### src/rtl/leddc_tx.sv
// Serial pixel-data transmitter: buffers 16-bit words and shifts them LSB-first on DAI/DCK/DEN.
// Optional feature macro LEDDC_TX_FIFO_EN selects a FIFO_DEPTH-entry FIFO instead of a single holding register.
module leddc_tx #(
  parameter int DIV         = 4,
  parameter int FRAME_WORDS = 256,
  parameter int FIFO_DEPTH  = 4
) (
  input  logic        clk,
  input  logic        rst,
  input  logic [15:0] in_data,
  input  logic        in_valid,
  output logic        in_ready,
  input  logic        frame_start,
  output logic        DCK,
  output logic        DAI,
  output logic        DEN,
  output logic        busy,
  output logic        done,
  output logic        underrun
);

  localparam int PHW = $clog2(DIV);
  localparam int WCW = (FRAME_WORDS > 1) ? $clog2(FRAME_WORDS) : 1;
  localparam logic [PHW-1:0] PH_LAST = PHW'(DIV - 1);
  localparam logic [PHW-1:0] PH_HALF = PHW'(DIV / 2);
  localparam logic [WCW-1:0] WC_LAST = WCW'(FRAME_WORDS - 1);

  if (DIV < 2 || (DIV % 2) != 0 || FRAME_WORDS < 1 ||
      FIFO_DEPTH < 1 || (FIFO_DEPTH & (FIFO_DEPTH - 1)) != 0) begin : g_bad_cfg
    $error("leddc_tx: DIV must be even >= 2, FIFO_DEPTH a power of two");
  end

  typedef enum logic [1:0] {IDLE, RUN, FLUSH, FIN} state_t;

  state_t         state, state_d;
  logic [PHW-1:0] ph;
  logic [3:0]     bit_cnt;
  logic [WCW-1:0] word_cnt;
  logic [14:0]    sh;
  logic           push, pop, buf_empty;
  logic [15:0]    buf_data;
  logic           launch, word_end, boundary, last_end;

`ifdef LEDDC_TX_FIFO_EN
  localparam int IW = (FIFO_DEPTH > 1) ? $clog2(FIFO_DEPTH) : 1;
  localparam int CW = $clog2(FIFO_DEPTH + 1);

  logic [15:0]   mem [FIFO_DEPTH];
  logic [IW-1:0] wr_idx, rd_idx;
  logic [CW-1:0] count;
  logic          buf_full;

  assign buf_full  = (count == CW'(FIFO_DEPTH));
  assign buf_empty = (count == '0);
  assign buf_data  = mem[rd_idx];
  // A pop in the same cycle frees a slot, so a full FIFO can still take a word then.
  assign in_ready  = !rst && (!buf_full || pop);
  assign push      = in_valid && in_ready;

  always_ff @(posedge clk or posedge rst) begin
    if (rst) begin
      wr_idx <= '0;
      rd_idx <= '0;
      count  <= '0;
    end else begin
      if (push) wr_idx <= (wr_idx == IW'(FIFO_DEPTH - 1)) ? '0 : wr_idx + 1'b1;
      if (pop)  rd_idx <= (rd_idx == IW'(FIFO_DEPTH - 1)) ? '0 : rd_idx + 1'b1;
      count <= count + CW'(push) - CW'(pop);
    end
  end

  always_ff @(posedge clk) begin
    if (push) mem[wr_idx] <= in_data;
  end
`else
  logic [15:0] hold;
  logic        hold_full;

  assign buf_empty = !hold_full;
  assign buf_data  = hold;
  assign in_ready  = !rst && !hold_full;
  assign push      = in_valid && in_ready;

  always_ff @(posedge clk or posedge rst) begin
    if (rst) begin
      hold      <= '0;
      hold_full <= 1'b0;
    end else if (push) begin
      hold      <= in_data;
      hold_full <= 1'b1;
    end else if (pop) begin
      hold_full <= 1'b0;
    end
  end
`endif

  assign launch   = (state == RUN) && (ph == '0);
  assign word_end = DEN && (bit_cnt == 4'd15);
  assign boundary = !DEN || word_end;
  assign last_end = word_end && (word_cnt == WC_LAST);
  assign pop      = launch && boundary && !last_end && !buf_empty;

  always_ff @(posedge clk or posedge rst) begin
    if (rst) state <= IDLE;
    else     state <= state_d;
  end

  // FLUSH holds the line idle for half a DCK period after the last fall before done pulses.
  always_comb begin
    state_d = state;
    case (state)
      IDLE:    if (frame_start) state_d = RUN;
      RUN:     if (launch && last_end) state_d = FLUSH;
      FLUSH:   if (ph == PH_HALF) state_d = FIN;
      default: state_d = IDLE;
    endcase
  end

  always_comb begin
    busy = (state == RUN) || (state == FLUSH);
    done = (state == FIN);
  end

  always_ff @(posedge clk or posedge rst) begin
    if (rst) begin
      ph       <= '0;
      DCK      <= 1'b0;
      DAI      <= 1'b0;
      DEN      <= 1'b0;
      underrun <= 1'b0;
      bit_cnt  <= '0;
      word_cnt <= '0;
      sh       <= '0;
    end else begin
      DCK <= (state == RUN) && (ph >= PH_HALF);
      if (state == RUN || state == FLUSH) ph <= (ph == PH_LAST) ? '0 : ph + 1'b1;
      else                                ph <= '0;
      if (state == IDLE && frame_start) begin
        underrun <= 1'b0;
        word_cnt <= '0;
        bit_cnt  <= '0;
      end else if (launch) begin
        if (!boundary) begin
          DAI     <= sh[0];
          sh      <= sh >> 1;
          bit_cnt <= bit_cnt + 4'd1;
        end else begin
          if (word_end && !last_end) word_cnt <= word_cnt + 1'b1;
          if (last_end) begin
            DEN <= 1'b0;
            DAI <= 1'b0;
          end else if (!buf_empty) begin
            DEN     <= 1'b1;
            DAI     <= buf_data[0];
            sh      <= buf_data[15:1];
            bit_cnt <= '0;
          end else begin
            DEN      <= 1'b0;
            DAI      <= 1'b0;
            underrun <= 1'b1;
          end
        end
      end
    end
  end

endmodule

### config.mk
export PLATFORM = sky130hd
export DESIGN_NAME = leddc_tx
export DESIGN_NICKNAME = d
export VERILOG_FILES = /design/src/rtl/leddc_tx.sv
export SDC_FILE = /design/constraint.sdc
export NUM_CORES = 1
export LEC_CHECK = 0
export ABC_AREA = 1
export ABC_CLOCK_PERIOD_IN_PS = 1500
export CAP_MARGIN = 30
export CELL_PAD_IN_SITES_DETAIL_PLACEMENT = 1
export CELL_PAD_IN_SITES_GLOBAL_PLACEMENT = 1
export CORE_ASPECT_RATIO = 0.6
export CORE_MARGIN = 3
export CORE_UTILIZATION = 39
export CTS_CLUSTER_DIAMETER = 60
export CTS_CLUSTER_SIZE = 20
export DETAILED_ROUTE_END_ITERATION = 12
export PLACE_DENSITY_LB_ADDON = 0.1
export SYNTH_ARGS = -nofsm -noshare
export SYNTH_HDL_FRONTEND = slang
export SYNTH_SLANG_ARGS = --single-unit
### constraint.sdc
create_clock -name clk -period 1.5 [get_ports clk]
set_clock_uncertainty 0.05 [all_clocks]
set_input_delay 0.3 -clock clk [delete_from_list [all_inputs] [get_ports clk]]
set_output_delay 0.3 -clock clk [all_outputs]
set_load 0.005 [all_outputs]
==> impl_metrics.csv, run 1 <==
group,metric,value,unit
pwr,seq_power_share,33.9,%
clocking,clock_path_buffers,2,
detailed_routing,wl,7.91,mm
floorplan,fp.dieW,113,um
yosys,ys_seq_area_share,48.8,%
sta,worst_slew_pin_slew,0.298,ns
floorplan,ios,27,
clocking,clk_pin_slew,0.07,ns
grt,grt_max_degree,53,
placed_design,postPlaceCellArea,3290,sq um
setup_path,crit_required,1.63,ns
clocking,cts_root_buf,"clkbuf_16",
sta,hold_viol_final,0,
clocking,clkLatencyLatePin,0.30,ns
pwr,max-vdd-ir-drop,0.00108,V
detailed_routing,first_iter_violations,131,
floorplan,initial_core_util,41.9,%
detailed_routing,dr_total_vias,2373,
yosys,netlist_instances,311,
final_layout,seq_area,1300,sq um
pwr,finalPower,0.00622,W
pwr,p_int,0.00400,W
setup_path,crit_cells,10,
setup_path,cpPeakStageDelay,0.37,ns
min_path,hold_class,"flop to flop",
min_path,hold_depth,2,
sta,maxSlewViolCount,0,
sta,rsz0062_at_grt,"yes",
min_path,holdPathEnd,"sh[11]",
setup_path,r2r-start,"state[0]",
final_layout,n_antenna_cell,0,
pwr,p_leak,2.01,nW
setup_path,r2r_cells,10,
setup_path,cp_slowest_cell,"dfrtp_1",
detailed_routing,drc,0,
placed_design,gp_congestion,0.793,
yosys,syn-cell-area,2660,sq um
placed_design,hpwl,4.91,mm
setup_path,worst_path_dominant_cell_family,"simple AND/OR/NAND/NOR gates",
setup_path,cp_num_buf_inv,4,
setup_path,end_kind,"flop",
placed_design,port-buffer-count,26,
detailed_routing,avgRoutedWirePerCell,16.5,um
pwr,switching_share,35.7,%
setup_path,reg2reg_to,"sh[10]",
yosys,synth_cell_types,28,
min_path,min_from,"sh[11]",
pwr,clock_power_share,21.2,%
floorplan,die-area,7890,sq um
detailed_routing,first_pass_iters,4,
yosys,syn_nets,340,
floorplan,num_rows,22,
sta,finalSetupViolCount,30,
final_layout,design_area,3950,sq um
final_layout,drive_gt1_share,40.5,%
status,outcome,"finished with violations",
floorplan,die_y,70.0,um
setup_path,critical_path_arrival,1.75,ns
clocking,htreeDepth,2,
grt,first_global_vias,2420,
grt,overflow,0,
sta,min_period,1.62,ns
setup_path,crit_chain,"buf_6, inv_4, ha_4, nand2_4, inv_4, nor2_4, nand3_4, buf_6, nand2_1, nand2_1",
setup_path,crit_path_start_kind,"flop",
grt,grt_pass1_wl,11.8,mm
pwr,powerDensity,1580,nW/um^2
sta,finalWorstSetupSlack,-0.116,ns
placed_design,place_ws,-0.256,ns
clocking,clkSinkCount,52,
final_layout,fill_cells,718,
sta,period_share,108,%
setup_path,crit_fanout,6,
final_layout,final_nets,423,
detailed_routing,antenna_left,0,
floorplan,coreArea,6360,sq um
sta,maxSlewHeadroom,80.1,%
sta,clock.fmax,619,MHz
grt,grt_usage,18.9,%
clocking,tritoncts.num_buffers,5,
clocking,cts_tree,"done",
pwr,switchingPower,0.00222,W
setup_path,worstSetupPathType,"flop to flop",
final_layout,multi_input_area,1500,sq um
grt,antenna_found_initial,0,
final_layout,area_delta_synth_final,48.2,%
setup_path,r2r_slack,-0.12,ns
pwr,p_comb_share,44.9,%
status,failed_checks,"setup timing",
detailed_routing,via_per_inst,4.95,
yosys,ys_warn_count,0,
job,cap_violations,0,
yosys,synth_seq_cells,52,
yosys,syn_avg_cell_area,8.57,sq um
## synthesized netlist by cell type, drive strengths merged
library cell / count / share of area (%)
nand2: 138 / 20
o21a: 2 / 0.56
mux2: 16 / 6.8
nor2: 18 / 3.5
nand3: 18 / 4.9
o22ai: 1 / 0.24
inv: 26 / 3.8
a21oi: 6 / 1.1
nor4: 1 / 0.24
dfrtp: 52 / 49
o21ai: 7 / 1.3
or2: 1 / 0.24
o31ai: 1 / 0.28
ha: 9 / 4.2
nand4: 3 / 0.70
nor3: 2 / 0.38
xor2: 2 / 0.66
buf: 7 / 2.0
o21bai: 1 / 0.28
## worst max path at each step
stage | startpoint | to | slack (ns)
2_1_floorplan | state[0] | sh[10] | 0.02
3_3_place_gp | rst | in_ready | -0.22
3_5_place_dp | rst | in_ready | -0.26
4_1_cts | state[0] | busy | -0.20
5_1_grt | state[0] | sh[10] | -0.21
6_report | state[0] | sh[10] | -0.12
## layout by cell type, fill, tap and decap left out, types with 4 or more instances in the layout
| cell | n |
|---|---|
| nand2_2 | 28 |
| nand3_4 | 5 |
| buf_6 | 9 |
| inv_2 | 4 |
| dlygate4sd2_1 | 4 |
| a21oi_1 | 4 |
| inv_4 | 4 |
| clkbuf_16 | 5 |
| nand2_1 | 100 |
| nor2_2 | 4 |
| nand3_1 | 12 |
| nor2_4 | 5 |
| nor2_1 | 9 |
| dfrtp_1 | 51 |
| nand2_4 | 9 |
| ha_4 | 5 |
| inv_1 | 16 |
| mux2_2 | 16 |
| buf_4 | 43 |
| clkdlybuf4s50_1 | 19 |
## logic make-up after synthesis
group / synth area share (%)
adder cells (fa/ha/maj): 4.23
multiplexers: 6.76
buffers and inverters: 5.78
flip-flops: 48.8
XOR/XNOR: 0.658
AO/OA/AOI/OAI: 3.80
AND/OR/NAND/NOR: 29.9
## tightest hold or removal path, cell delays in order (launching register included)
cell and delay (ns):
dfrtp_1 0.35, nand2_1 0.05, nand2_1 0.05
## metal layers
metal  GRT usage (%)  up-vias  routed length (um)
li1                -     1152                   -
met1            26.3     1186                3860
met2            29.4       25                3750
met3            3.98       10                 192
met4            5.73        0                 106
met5               0        -                   0
## area by class of cell
cell class | instances | area share [%]
multi-input cells | 226 | 38.0
flip-flops and latches | 52 | 33.0
repair buffers | 82 | 18.9
clock buffers | 6 | 3.26
inverters | 26 | 3.07
well taps | 84 | 2.66
clock inverters | 2 | 0.887
repair inverters | 1 | 0.158
## stage by stage
step           cells  utilization [%]  hold slack, ns  setup TNS, ns
3_5_place_dp     452             51.7           0.420          -6.94
3_3_place_gp     452             51.7           0.414          -5.19
6_report         479             62.1           0.428          -2.24
2_1_floorplan    311                -           0.305              0
5_1_grt          479             62.1           0.452          -4.53
4_1_cts          471             58.6           0.438          -1.16
## power by group through the flow
stage | clock network [W] | registers [W] | logic, W
after global routing | 0.00141 | 0.00216 | 0.00305
after detailed placement | 0 | 0.00209 | 0.00209
after global placement | 0 | 0.00207 | 0.00200
final | 0.00132 | 0.00211 | 0.00279
after CTS | 0.00135 | 0.00209 | 0.00245
after floorplan | 0 | 0.00206 | 0.00114
## flip-flops by register name (all words and copies together) (netlist names)
register and cells:
DCK 1, word_cnt 8, DEN 1, sh 15, hold_full 1, DAI 1
buf_data 16, ph 2, bit_cnt 4, underrun 1, state 2
## what timing repair did
item,CTS,global route
pin swaps,19,22
setup buffers,10,8
endpoints found under the setup margin,37,37
gates cloned,1,0
hold buffers,0,0
gates resized for setup,66,47
Power figures use the tool's default switching activity.
==> run 2, diff against run 1 <==
--- a/config.mk
+++ b/config.mk
@@ -17,6 +17,7 @@
 export CTS_CLUSTER_SIZE = 20
 export DETAILED_ROUTE_END_ITERATION = 12
 export PLACE_DENSITY_LB_ADDON = 0.1
+export REMOVE_ABC_BUFFERS = 1
 export SYNTH_ARGS = -nofsm -noshare
 export SYNTH_HDL_FRONTEND = slang
 export SYNTH_SLANG_ARGS = --single-unit
==> run 2 against run 1 <==
  * The flow still finishes with violations (setup timing)
  * Clock power down 9.8%
  * Register-to-register slack about the same
  * Flip-flop and latch count unchanged
  * Die area unchanged
  * Cell area down 1.8%
  * Hold slack better by 0.0078 ns
  * Maximum frequency about the same
  * Non-clock buffer count down 8
  * Sequential power up 2%
==> impl_metrics.csv, run 2 (synthesized netlist as in run 1, its figures left out) <==
group,metric,value,unit
final_layout,drive_gt1_share,39.8,%
floorplan,die_y,70.0,um
clocking,cts_tree,"done",
final_layout,design_area,3880,sq um
final_layout,final_cell_mix,"nand2_1, dfrtp_1, buf_4",
detailed_routing,dr_total_vias,2386,
status,outcome,"finished with violations",
detailed_routing,wl,8.20,mm
pwr,seq_power_share,35.2,%
setup_path,worstSetupPathType,"flop to output port",
pwr,finalPower,0.00610,W
setup_path,cpPeakStageDelay,0.39,ns
setup_path,cp_slowest_cell,"dfrtp_1",
grt,first_global_vias,2521,
detailed_routing,drc,0,
sta,holdWs,0.435,ns
detailed_routing,antenna_left,0,
pwr,powerDensity,1570,nW/um^2
grt,grt_pass1_wl,12.4,mm
pwr,p_leak,1.94,nW
clocking,tritoncts.num_buffers,5,
setup_path,cp_num_buf_inv,2,
pwr,p_comb_share,45.3,%
final_layout,largest_reg_flops,16,
clocking,clkLatencyLatePin,0.29,ns
placed_design,port-buffer-count,26,
pwr,p_int,0.00384,W
setup_path,crit_chain,"inv_2, ha_4, dlygate4sd2_1",
final_layout,final_common_cell,"nand2_1",
clocking,htreeDepth,2,
detailed_routing,first_iter_violations,90,
sta,hold_viol_final,0,
placed_design,gp_congestion,0.729,
final_layout,area_delta_synth_final,45.5,%
pwr,max-vdd-ir-drop,0.00100,V
floorplan,num_rows,22,
floorplan,fp.dieW,113,um
grt,grt_usage,19.4,%
grt,grt_max_degree,53,
detailed_routing,first_pass_iters,4,
setup_path,end_kind,"output port",
sta,finalWorstSetupSlack,-0.115,ns
final_layout,n_antenna_cell,0,
setup_path,crit_fanout,2,
setup_path,critical_path_arrival,1.26,ns
sta,min_period,1.61,ns
sta,finalSetupViolCount,33,
placed_design,place_ws,-0.241,ns
clocking,cts_root_buf,"clkbuf_16",
floorplan,coreArea,6360,sq um
clocking,clkSinkCount,52,
grt,overflow,0,
final_layout,fill_cells,734,
setup_path,worst_path_dominant_cell_family,"flip-flops",
detailed_routing,via_per_inst,5.07,
sta,period_share,108,%
floorplan,die-area,7890,sq um
sta,clock.fmax,619,MHz
sta,worst_slew_pin_slew,0.290,ns
clocking,ctsHoldBuffers,0,
floorplan,initial_core_util,41.9,%
clocking,clk_pin_slew,0.07,ns
status,failed_checks,"setup timing",
final_layout,finalNonFillerCells,471,
pwr,switchingPower,0.00226,W
detailed_routing,avgRoutedWirePerCell,17.4,um
sta,maxSlewViolCount,0,
job,cap_violations,0,
pwr,clock_power_share,19.5,%
setup_path,crit_required,1.15,ns
placed_design,postPlaceCellArea,3250,sq um
sta,maxSlewHeadroom,80.5,%
placed_design,hpwl,4.87,mm
min_path,hold_class,"flop to flop",
final_layout,final_nets,415,
pwr,switching_share,37.1,%
sta,rsz0062_at_grt,"yes",
setup_path,crit_path_start_kind,"flop",
floorplan,ios,27,
grt,antenna_found_initial,0,
clocking,clock_path_buffers,2,
placed_design,dp_cells,447,
==> run 2: cell count changes in the layout (fill, tap and decap cells not counted), sizes merged <==
cell,delta
dlymetal6s2s,-1
clkdlybuf4s50,+1
dlygate4sd2,+1
buf,-8
bufinv,-1
==> run 2: final timing paths <==
path,to,startpoint,slack (ns),cells after the start
max reg2reg,word_cnt[5],word_cnt[0],-0.11,8
min in group asynchronous,word_cnt[5],rst,0.47,4
min,sh[3],sh[3],0.44,2
min reg2reg,sh[3],sh[3],0.44,2
max in group asynchronous,bit_cnt[1],rst,0.67,4
max,busy,state[1],-0.11,3
==> run 2: metal layers <==
metal  wire (um)  vias up  track usage (%)
met5           0        -                0
met1        3780     1203             27.4
met3         255        9             3.72
met2        4090       35             31.8
met4          65        0             2.80
li1            -     1139                -
==> run 2: power by group through the flow <==
stage | sequential (W) | clock [W] | combinational [W]
4_1_cts | 0.00212 | 0.00120 | 0.00239
3_3_place_gp | 0.00209 | 0 | 0.00189
5_1_grt | 0.00220 | 0.00126 | 0.00303
3_5_place_dp | 0.00211 | 0 | 0.00200
2_1_floorplan | 0.00206 | 0 | 0.00108
6_report | 0.00215 | 0.00119 | 0.00276
==> run 2: cell type report <==
class | instances | area, sq um | area share [%]
Clock inverter | 1 | 7.51 | 0.194
Tap cell | 84 | 105 | 2.71
Inverter | 26 | 116 | 3.00
Timing Repair Buffer | 74 | 688 | 17.8
Sequential cell | 52 | 1300 | 33.6
Multi-Input combinational cell | 226 | 1510 | 38.9
Timing Repair inverter | 1 | 8.76 | 0.226
Clock buffer | 7 | 143 | 3.68
==> run 2: metrics by stage <==
stage                     setup TNS [ns]  util (%)
final                              -2.13      61.0
after global routing               -4.83      61.0
after CTS                          -1.67      57.6
after detailed placement           -6.62      51.1
after global placement             -5.45      51.1
after floorplan                    -9.04         -
==> run 2: worst register-to-register path, cell delays in order (launching register included) <==
cell,delay (ns)
dfrtp_1,0.36
buf_4,0.12
buf_4,0.11
nand3_1,0.16
nor2_1,0.29
nand2_1,0.13
nand2_1,0.09
nand3_1,0.08
o21ai_1,0.15
==> run 2: timing repair <==
| item | in CTS | in global routing |
|---|---|---|
| pin swaps | 26 | 18 |
| gates resized for setup | 65 | 48 |
| cloned | 1 | 0 |
| endpoints found under the setup margin | 39 | 35 |
| endpoints found under the hold margin | 0 | 0 |
| setup buffers | 10 | 6 |
